--- src/rtl/adder_pkg.sv ---
// rtl/adder_pkg.sv - shared constants, state type and helpers for digit_serial_adder
// Purpose: state encoding and counter-width helper shared by the adder files.
// Ports: none (package).
package adder_pkg;

  localparam logic [1:0] ST_IDLE = 2'd0;
  localparam logic [1:0] ST_RUN  = 2'd1;
  localparam logic [1:0] ST_DONE = 2'd2;

  typedef enum logic [1:0] {
    S_IDLE = ST_IDLE,
    S_RUN  = ST_RUN,
    S_DONE = ST_DONE
  } state_t;

  // Digit counter width: clog2(ndig), never narrower than one bit.
  function automatic int cnt_width(input int ndig);
    return (ndig <= 2) ? 1 : $clog2(ndig);
  endfunction

endpackage

--- src/rtl/digit_rca.sv ---
// rtl/digit_rca.sv - DIGIT-bit ripple-carry adder slice
// Purpose: combinational ripple chain of full-adder cells for one digit.
// Ports:
//   x, y  [DIGIT] digit operands
//   ci           carry in
//   s     [DIGIT] digit sum
//   co           carry out of the top bit
//   c_msb        carry into the top bit (for signed overflow)
module digit_rca #(
  parameter int DIGIT = 4
) (
  input  logic [DIGIT-1:0] x,
  input  logic [DIGIT-1:0] y,
  input  logic             ci,
  output logic [DIGIT-1:0] s,
  output logic             co,
  output logic             c_msb
);

  logic [DIGIT:0] c;

  always_comb begin
    s    = '0;
    c    = '0;
    c[0] = ci;
    for (int i = 0; i < DIGIT; i++) begin
      s[i]     = x[i] ^ y[i] ^ c[i];
      c[i + 1] = (x[i] & y[i]) | (c[i] & (x[i] ^ y[i]));
    end
    co    = c[DIGIT];
    c_msb = c[DIGIT-1];
  end

endmodule

--- src/rtl/digit_serial_adder.sv ---
// rtl/digit_serial_adder.sv - multi-cycle adder processing DIGIT bits per clock
// Purpose: adds a + b + cin over NDIG = WIDTH/DIGIT cycles with a start/busy/done handshake.
// Ports:
//   clk, rst       clock, synchronous active-high reset
//   start          request, sampled only in IDLE
//   a, b [WIDTH]   operands, captured on the accepted start edge
//   cin            carry in, captured with the operands
//   busy           high while digits are processed
//   done           one-cycle completion pulse
//   sum [WIDTH]    result, held until the next completion
//   cout, ovf      carry out and overflow (unsigned carry or signed overflow per SIGNED)
module digit_serial_adder
  import adder_pkg::*;
#(
  parameter int WIDTH  = 16,
  parameter int DIGIT  = 4,
  parameter int SIGNED = 0
) (
  input  logic             clk,
  input  logic             rst,
  input  logic             start,
  input  logic [WIDTH-1:0] a,
  input  logic [WIDTH-1:0] b,
  input  logic             cin,
  output logic             busy,
  output logic             done,
  output logic [WIDTH-1:0] sum,
  output logic             cout,
  output logic             ovf
);

  localparam int NDIG = WIDTH / DIGIT;
  localparam int CW   = cnt_width(NDIG);
  localparam logic [CW-1:0] LAST_DIG = CW'(NDIG - 1);

  state_t           state_q, state_d;
  logic [WIDTH-1:0] a_q, a_d;
  logic [WIDTH-1:0] b_q, b_d;
  logic [WIDTH-1:0] res_q, res_d;
  logic [WIDTH-1:0] sum_q, sum_d;
  logic [CW-1:0]    count_q, count_d;
  logic             carry_q, carry_d;
  logic             cout_q, cout_d;
  logic             ovf_q, ovf_d;

  logic [DIGIT-1:0] dig_s;
  logic             dig_co;
  logic             dig_cmsb;
  logic [WIDTH-1:0] res_shift;

  digit_rca #(.DIGIT(DIGIT)) u_rca (
    .x     (a_q[DIGIT-1:0]),
    .y     (b_q[DIGIT-1:0]),
    .ci    (carry_q),
    .s     (dig_s),
    .co    (dig_co),
    .c_msb (dig_cmsb)
  );

  // New digit enters at the MSB end; after NDIG digits the LSB digit has
  // been pushed down to bit 0.
  generate
    if (DIGIT == WIDTH) begin : g_single
      assign res_shift = dig_s;
    end else begin : g_multi
      assign res_shift = {dig_s, res_q[WIDTH-1:DIGIT]};
    end
  endgenerate

  always_comb begin
    state_d = state_q;
    a_d     = a_q;
    b_d     = b_q;
    res_d   = res_q;
    sum_d   = sum_q;
    count_d = count_q;
    carry_d = carry_q;
    cout_d  = cout_q;
    ovf_d   = ovf_q;
    case (state_q)
      S_IDLE: begin
        if (start) begin
          a_d     = a;
          b_d     = b;
          carry_d = cin;
          count_d = '0;
          state_d = S_RUN;
        end
      end
      S_RUN: begin
        res_d   = res_shift;
        a_d     = a_q >> DIGIT;
        b_d     = b_q >> DIGIT;
        carry_d = dig_co;
        count_d = count_q + CW'(1);
        if (count_q == LAST_DIG) begin
          state_d = S_DONE;
          count_d = '0;
          sum_d   = res_shift;
          cout_d  = dig_co;
          // Final digit's top-bit carry-in is the carry into bit WIDTH-1.
          ovf_d   = (SIGNED != 0) ? (dig_co ^ dig_cmsb) : dig_co;
        end
      end
      S_DONE: begin
        state_d = S_IDLE;
      end
      default: begin
        state_d = S_IDLE;
      end
    endcase
  end

  always_ff @(posedge clk) begin
    if (rst) begin
      state_q <= S_IDLE;
      a_q     <= '0;
      b_q     <= '0;
      res_q   <= '0;
      sum_q   <= '0;
      count_q <= '0;
      carry_q <= 1'b0;
      cout_q  <= 1'b0;
      ovf_q   <= 1'b0;
    end else begin
      state_q <= state_d;
      a_q     <= a_d;
      b_q     <= b_d;
      res_q   <= res_d;
      sum_q   <= sum_d;
      count_q <= count_d;
      carry_q <= carry_d;
      cout_q  <= cout_d;
      ovf_q   <= ovf_d;
    end
  end

  assign busy = (state_q == S_RUN);
  assign done = (state_q == S_DONE);
  assign sum  = sum_q;
  assign cout = cout_q;
  assign ovf  = ovf_q;

endmodule

--- config.mk ---
export PLATFORM = sky130hd
export DESIGN_NAME = digit_serial_adder
export DESIGN_NICKNAME = d
export VERILOG_FILES = /design/src/rtl/adder_pkg.sv /design/src/rtl/digit_rca.sv /design/src/rtl/digit_serial_adder.sv
export SDC_FILE = /design/constraint.sdc
export NUM_CORES = 1
export LEC_CHECK = 0
export CORE_AREA = 4 4 70 88
export CTS_CLUSTER_DIAMETER = 50
export CTS_CLUSTER_SIZE = 30
export DETAILED_ROUTE_END_ITERATION = 16
export DIE_AREA = 0 0 74 92
export PLACE_DENSITY_LB_ADDON = 0.2
export SETUP_SLACK_MARGIN = 0.2
export SYNTH_ARGS = -nofsm -noshare
export SYNTH_HDL_FRONTEND = slang
export SYNTH_SLANG_ARGS = --single-unit
--- constraint.sdc ---
create_clock -name clk -period 5.56 [get_ports clk]
set_clock_uncertainty 0.15 [all_clocks]
set_input_delay 1.112 -clock clk [delete_from_list [all_inputs] [get_ports clk]]
set_output_delay 1.112 -clock clk [all_outputs]
set_load 0.01 [all_outputs]
==> results of run 1 <==
[critical path: stages (launching register included)]
cell and delay (ns):
dfxtp_2 0.31, buf_4 0.45, nand2b_1 0.37, inv_1 0.41, clkdlybuf4s50_1 0.61
[final cells by class]
class | instances | share of cell area, %
Timing Repair Buffer | 59 | 16.5
Tap cell | 64 | 2.27
Sequential cell | 66 | 37.5
Multi-Input combinational cell | 175 | 37.1
Clock buffer | 11 | 4.01
Inverter | 10 | 1.07
Clock inverter | 5 | 1.53
[synthesized netlist by cell type (3+ instances only)]
master     instances
dfxtp_1           66
nand2_1           48
a21oi_1           29
mux2i_1           26
o2bb2ai_2         18
nor2_1            11
inv_1             10
buf_2              7
clkbuf_1           6
nand3b_1           6
a211oi_1           5
o21ai_0            5
o2bb2ai_1          5
buf_6              4
fa_1               4
a22oi_1            3
[sequential cells by signal, indices dropped and copies added, names as in the netlist]
register  flops
sum          16
res_q        12
ovf           1
b_q          16
count_q       2
a_q          16
state_q       2
carry_q       1
[stage by stage]
stage	utilization [%]	hold slack, ns	setup WS, ns
5_1_grt	65.6	0.324	1.60
3_5_place_dp	62.0	0.297	2.08
6_report	65.6	0.304	1.79
3_3_place_gp	62.0	0.291	2.10
2_1_floorplan	-	0.282	3.35
4_1_cts	65.6	0.307	1.78
[layout by cell type (no fill, tap or decap), drive strengths merged, types with 2 or more instances in the layout]
cell           instances
inv                   10
clkinv                 4
a21oi                 29
o2bb2ai               25
dfxtp                 66
a211oi                 5
nand3b                 6
clkdlybuf4s50         55
nand2                 48
nor2                  12
a22o                   2
buf                    4
clkbuf                11
fa                     4
a22oi                  3
o21ai                  5
nor2b                  2
mux2i                 26
[power by group through the flow]
stage	Clock, mW	Sequential (mW)	Combinational (mW)
after floorplan	0	0.517	0.0793
after global placement	0	0.520	0.113
after detailed placement	0	0.520	0.115
after CTS	0.410	0.510	0.115
after global routing	0.431	0.512	0.125
final	0.400	0.510	0.114
[logic make-up after synthesis]
family | share of synthesized area [%]
simple gates | 11.6
mux | 9.22
buf+inv | 6.91
fa+ha+maj | 3.28
compound gates | 22.2
flops | 46.8
[routing by layer]
metal / wire length, um / up-vias
met4: 154 / 0
met3: 207 / 11
met1: 2260 / 942
met2: 3030 / 45
met5: 0 / -
li1: - / 1034
[final timing paths]
path / cells after the start / end / slack [ns] / startpoint
worst max register to register: 8 / res_q[15] / 3.15 / a_q[0]
worst min register to register: 2 / sum[11] / 0.30 / sum[11]
worst min-delay path: 2 / sum[11] / 0.30 / sum[11]
worst max-delay path: 4 / busy / 1.79 / state_q[0]
==> results.cfg, run 1 <==
[power_and_ir_drop]
finalPower_mw = 1.02
intPower_mw = 0.770
netSwitchingPower_mw = 0.254
combinationalPowerShare_pct = 11.1
pwr_density_cell_nw_per_um2 = 290
cellLeakagePower_nw = 1.27
clockPowerShare_pct = 39.1
switching_share_pct = 24.8
p_seq_share_pct = 49.8
vdd_drop_max_mv = 0.156

[routing]
routed_wl_mm = 5.65
drc = 0
dr_total_vias = 2032
drtPass1Iterations = 4
final_antenna_net_count = 0
routedWlPerCell_um = 14.5
viasPerCell = 5.21
drt_iter0_drc = 125

[grt]
grt_usage_pct = 18.3
grt_first_pass_wirelength_mm = 9.52
grt_pass1_vias = 2104
grt_overflow_total = 0
grtUsageMet2_pct = 31.3
antenna_found_initial = 0
grt_max_degree = 43
busiest_layer = met2
met3_usage_pct = 3.40
grt_util_met1_pct = 20.4

[placed_design]
dpl.hpwl_mm = 3.98
dpl-instance-area_sq_um = 3330
gp_congestion = 0.727
placedCellCount = 374
port_buffers = 55

[critical_path]
endpoint_kind = output port
worstPathRequired_ns = 4.30
crit_path_start_kind = flop
path_max_fanout = 38
worstPathArrival_ns = 2.51
criticalPathCategory = flop to output port

[timing]
tns_ns = 0
rsz0062_at_grt = no
setup_viol = 0
hold_violations = 0
max-slew-margin-rel_pct = 31.8
worstMarginPinSlew_ns = 1.02
period_share_pct = 67.8
min_period_ns = 3.77
fmax_mhz = 265
drv_slew = 0

[synth]
yosysTopAreaCell = dfxtp_1
synth_cell_types = 30
synth_edf_count = 0
synth.avg_cell_area_sq_um = 10.4
synth.area.top_cells = dfxtp_1 (47%), o2bb2ai_2 (9.6%), mux2i_1 (9.2%)
netlist_area_sq_um = 2820
synth_top_area_share_pct = 46.8
seq_area_frac_synth_pct = 46.8
netlist_instances = 272
yosys_warnings = 0
async_flop_share_pct = 0
ys_ff_latch = 66
synthFlopType = dfxtp_1
synthesis.nets = 313

[clock_tree]
cts_resized = 0
clk_latency_ns = 0.34
cts_made_buffers = 9
cts_buffer_depth = 2
cts_setup_buffers = 0
path_clk_slew_ns = 0.07
cts_sinks = 66
htree_levels = 3
tritoncts = done
cts_hold_buffers = 0
cts_root_buf = clkbuf_8

[cells_and_area]
stdcell_count = 390
n_antenna_cell = 0
synthToLayoutAreaGrowth_pct = 24.8
final_nets = 362
seqCellArea_sq_um = 1320
nFillCells = 458
multiInputGateArea_sq_um = 1310
postLayoutCellArea_sq_um = 3520
drive_gt1_share_pct = 12.9

[hold_path]
hp-class = flop to flop

[floorplanning]
rows = 30
ioPinCount = 56
die_h_um = 92
start_util_pct = 52.6
core_sq_um = 5370
fp.dieW_um = 74
die-area_sq_um = 6810

[job]
max-cap-violations = 0

[run_status]
outcome = complete, no violations
No activity file was read; power rests on OpenSTA's default activity.
==> run 2, diff against run 1 <==
--- a/config.mk
+++ b/config.mk
@@ -5,11 +5,11 @@
 export SDC_FILE = /design/constraint.sdc
 export NUM_CORES = 1
 export LEC_CHECK = 0
-export CORE_AREA = 4 4 70 88
+export CORE_AREA = 4 4 72 91
 export CTS_CLUSTER_DIAMETER = 50
 export CTS_CLUSTER_SIZE = 30
 export DETAILED_ROUTE_END_ITERATION = 16
-export DIE_AREA = 0 0 74 92
+export DIE_AREA = 0 0 76 95
 export PLACE_DENSITY_LB_ADDON = 0.2
 export SETUP_SLACK_MARGIN = 0.2
 export SYNTH_ARGS = -nofsm -noshare
==> constraint.sdc (replaced) <==
create_clock -name clk -period 3.74 [get_ports clk]
set_clock_uncertainty 0.15 [all_clocks]
set_input_delay 0.748 -clock clk [delete_from_list [all_inputs] [get_ports clk]]
set_output_delay 0.748 -clock clk [all_outputs]
set_load 0.01 [all_outputs]
==> run 2 against run 1 <==
Against the previous run: worst hold slack got worse by 0.0020 ns; setup slack worse by 0.86 ns; sequential share of layout area fell by 0.080 points; routed wire length shrank 3.8%; flip-flop and latch count unchanged; largest cell class unchanged; largest power group unchanged.
==> results.cfg, run 2 (synthesized netlist as in run 1, its figures left out) <==
[floorplanning]
core_sq_um = 5700
die_h_um = 95
fp.dieW_um = 76
die-area_sq_um = 7220
ioPinCount = 56
rows = 31
start_util_pct = 49.5

[placed_design]
dpl-instance-area_sq_um = 3340
port_buffers = 55
gp_congestion = 0.699
placedCellCount = 377
dpl.hpwl_mm = 3.84

[timing]
setup_viol = 0
drv_slew = 0
rsz0062_at_grt = no
hold_violations = 0
period_share_pct = 75.1
tns_ns = 0
max-slew-margin-rel_pct = 53.7
worstMarginPinSlew_ns = 0.694
min_period_ns = 2.81
fmax_mhz = 356

[grt]
grt_first_pass_wirelength_mm = 9.18
grt_pass1_vias = 1969
antenna_found_initial = 0
grt_max_degree = 38
grt_usage_pct = 16.2
grt_overflow_total = 0

[power_and_ir_drop]
vdd_drop_max_mv = 0.268
pwr_density_cell_nw_per_um2 = 427
cellLeakagePower_nw = 1.27
finalPower_mw = 1.51

[routing]
viasPerCell = 5.22
final_antenna_net_count = 0
dr_total_vias = 2046
drc = 0
routed_wl_mm = 5.44
drt_iter0_drc = 114
drtPass1Iterations = 4
routedWlPerCell_um = 13.9

[cells_and_area]
drive_gt1_share_pct = 13.2
nFillCells = 510
postLayoutCellArea_sq_um = 3530
final_cell_mix = dfxtp_1 (65), clkdlybuf4s50_1 (55), nand2_1 (48)
stdcell_count = 392
layout_commonest_cell = dfxtp_1
synthToLayoutAreaGrowth_pct = 25.0
final_nets = 363
n_antenna_cell = 0

[clock_tree]
cts_made_buffers = 9
htree_levels = 3
cts_resized = 0
tritoncts = done
cts_hold_buffers = 0
cts_sinks = 66
cts_setup_buffers = 0
clk_latency_ns = 0.34
path_clk_slew_ns = 0.07
cts_buffer_depth = 2
cts_root_buf = clkbuf_8

[critical_path]
worstPathRequired_ns = 2.84
worstPathArrival_ns = 1.91
criticalPathCategory = flop to output port
path_max_fanout = 15
crit_path_start_kind = flop
endpoint_kind = output port

[job]
max-cap-violations = 0

[hold_path]
hp-class = flop to flop

[run_status]
outcome = complete, no violations
run 2: path summary, 6_finish.rpt:
kind	endpoint	startpoint	slack (ns)	cells after the start
max reg2reg	res_q[15]	a_q[0]	1.39	8
min reg2reg	sum[3]	sum[3]	0.30	2
max	busy	state_q[1]	0.93	3
min	sum[3]	sum[3]	0.30	2
run 2: power by group:
| part | leakage [nW] | internal [mW] | switching (mW) |
|---|---|---|---|
| logic | 0.637 | 0.0864 | 0.0822 |
| clock network | 0.0941 | 0.320 | 0.261 |
| registers | 0.539 | 0.735 | 0.0226 |
run 2: critical path: stages (launching register included):
cell             delay [ns]
dfxtp_1                0.42
nand2b_1               0.20
inv_1                  0.33
clkdlybuf4s50_1        0.62
run 2: metal layers:
metal	track usage, %	routed length (um)	share of wire, %
met5	0	0	0
met4	8.46	109	2.0
met3	4.01	237	4.4
met2	27.1	2720	50
met1	19.1	2370	44
run 2: layout make-up:
class                   count  area, sq um  share of cell area, %
flip-flops and latches     66         1320                   37.5
clock buffers              10          138                   3.90
multi-input cells         175         1310                   37.0
clock inverters             5         55.1                   1.56
well taps                  66         82.6                   2.34
inverters                  10         37.5                   1.06
repair buffers             60          588                   16.7
run 2: metrics by stage:
stage / hold slack, ns / utilization (%) / setup slack [ns]
finish: 0.302 / 61.9 / 0.933
CTS: 0.305 / 61.9 / 0.925
global placement: 0.292 / 58.5 / 1.29
detailed placement: 0.295 / 58.5 / 1.28
floorplan: 0.282 / - / 1.53
global route: 0.321 / 61.9 / 0.768
==> run 3, diff against run 2 <==
==> constraint.sdc (replaced) <==
create_clock -name clk -period 2.65 [get_ports clk]
set_clock_uncertainty 0.15 [all_clocks]
set_input_delay 0.53 -clock clk [delete_from_list [all_inputs] [get_ports clk]]
set_output_delay 0.53 -clock clk [all_outputs]
set_load 0.01 [all_outputs]
==> run 3 against run 2 <==
Against the previous run: flip-flop and latch count unchanged; worst hold slack improved by 0.0021 ns; total power increased by 44%; clock-buffer cell count unchanged; highest routed layer unchanged; setup slack got worse by 0.60 ns; die area unchanged; cell count increased by 1.5%; largest cell class unchanged; routed wire length increased by 1.9%; utilization increased by 1.2 points.
==> results.cfg, run 3 (synthesized netlist as in run 1, its figures left out) <==
[grt]
antenna_found_initial = 0
grt_overflow_total = 0
grt_max_degree = 35
grt_first_pass_wirelength_mm = 8.98
grt_pass1_vias = 1901
grt_usage_pct = 15.7

[clock_tree]
cts_made_buffers = 9
path_clk_slew_ns = 0.07
htree_levels = 3
cts_buffer_depth = 2
cts_sinks = 66
cts_root_buf = clkbuf_8
clk_latency_ns = 0.34
cts_hold_buffers = 0
tritoncts = done

[critical_path]
cp_top_family = adder cells
slowest_stage = fa_1
cp_slowest_stage_delay_ns = 0.44
crit_buf_inv = 3
reg2reg_depth = 8
endpoint_kind = flop
criticalPathCategory = flop to flop
r2r-end = sum[15]
path_max_fanout = 2
worstPathRequired_ns = 2.76
rrSetupSlack_ns = 0.33
crit-reg2reg-launch = a_q[0]
crit_path_start_kind = flop
worstPathArrival_ns = 2.43
crit_chain = fa_1, inv_1, fa_1, inv_1, fa_1, inv_1, fa_1, a211oi_1
crit_top_cell = fa_1

[hold_path]
hp-class = flop to flop
min_to = sum[3]
hold_path.startpoint = sum[3]
min_path_cells = 2

[cells_and_area]
multiInputGateArea_sq_um = 1310
seqCellArea_sq_um = 1320
drive_gt1_share_pct = 15.4
synthToLayoutAreaGrowth_pct = 27.5
nFillCells = 497
final_nets = 368
layout_commonest_cell = dfxtp_1
utilization_pct = 63.2
n_antenna_cell = 0
final_cell_mix = dfxtp_1 (65), clkdlybuf4s50_1 (55), nand2_1 (48)

[timing]
min_period_ns = 2.32
tns_ns = 0
fmax_mhz = 431
rsz0062_at_grt = no
setup_viol = 0
worstMarginPinSlew_ns = 0.673
hold_violations = 0
holdWs_ns = 0.305
drv_slew = 0
max-slew-margin-rel_pct = 55.1
period_share_pct = 87.6

[routing]
routedWlPerCell_um = 13.9
routed_wl_mm = 5.54
viasPerCell = 5.16
dr_total_vias = 2053
drc = 0
final_antenna_net_count = 0
drtPass1Iterations = 4
drt_iter0_drc = 87

[floorplanning]
die-area_sq_um = 7220
ioPinCount = 56
core_sq_um = 5700
rows = 31
die_h_um = 95
start_util_pct = 49.5
fp.dieW_um = 76

[power_and_ir_drop]
cellLeakagePower_nw = 1.29
finalPower_mw = 2.17
vdd_drop_max_mv = 0.331
pwr_density_cell_nw_per_um2 = 603

[placed_design]
dpl.hpwl_mm = 3.96
port_buffers = 55
gp_congestion = 0.755

[run_status]
outcome = complete, no violations

[job]
max-cap-violations = 0
[run 3: cell types whose count changed in the layout (fill, tap and decap cells not counted)]
cell / delta
clkinvlp_4: +2
a211oi_2: +1
a211oi_1: -1
clkinv_2: -1
buf_12: +1
inv_1: -1
clkinv_4: +1
buf_4: +4
[run 3: layout make-up]
type                    count  share of cell area (%)
flip-flops and latches     66                    36.7
multi-input cells         175                    36.4
repair buffers             65                    17.7
clock buffers              10                    3.82
well taps                  66                    2.29
clock inverters             6                    1.84
inverters                  10                    1.15
[run 3: worst register-to-register path: cells and delay by family, from the launching register on]
kind | cells | cell delay (ns)
buffers and inverters | 3 | 0.20
adders and majority gates | 4 | 1.35
DFF | 1 | 0.34
AOI/OAI and AO/OA | 1 | 0.20
[run 3: worst max-delay path by stage]
stage,slack [ns],endpoint,startpoint,depth (start not counted)
2_1_floorplan,0.44,res_q[15],a_q[0],8
3_3_place_gp,0.40,sum[15],a_q[0],8
3_5_place_dp,0.34,res_q[15],a_q[0],8
4_1_cts,0.30,busy,state_q[1],3
5_1_grt,0.20,sum[15],a_q[0],8
6_report,0.33,sum[15],a_q[0],8
[run 3: metal layers]
| metal | part of all wire, % | global-route usage [%] | vias up |
|---|---|---|---|
| met3 | 4.0 | 2.67 | 14 |
| li1 | - | - | 1054 |
| met2 | 49 | 25.6 | 43 |
| met4 | 2.7 | 9.64 | 0 |
| met5 | 0 | 0 | - |
| met1 | 44 | 19.3 | 942 |
[run 3: power by group]
group          leakage (nW)  switching [mW]  internal, mW  total [mW]
Sequential            0.539          0.0330          1.04        1.07
Combinational         0.660           0.118         0.129       0.248
Clock                0.0945           0.396         0.459       0.855
Total                  1.29           0.547          1.63        2.17
[run 3: repair_timing]
action	CTS	global route
buffers inserted	0	3
gates resized for setup	1	1
pin swaps	0	0
setup endpoints to repair	1	2
[run 3: stage by stage]
step | instances | area (sq um) | setup slack, ns
finish | 398 | 3600 | 0.328
global route | 398 | 3600 | 0.203
CTS | 395 | 3570 | 0.295
detailed placement | 379 | 3370 | 0.336
global placement | 379 | 3370 | 0.402
floorplan | 272 | 2820 | 0.436
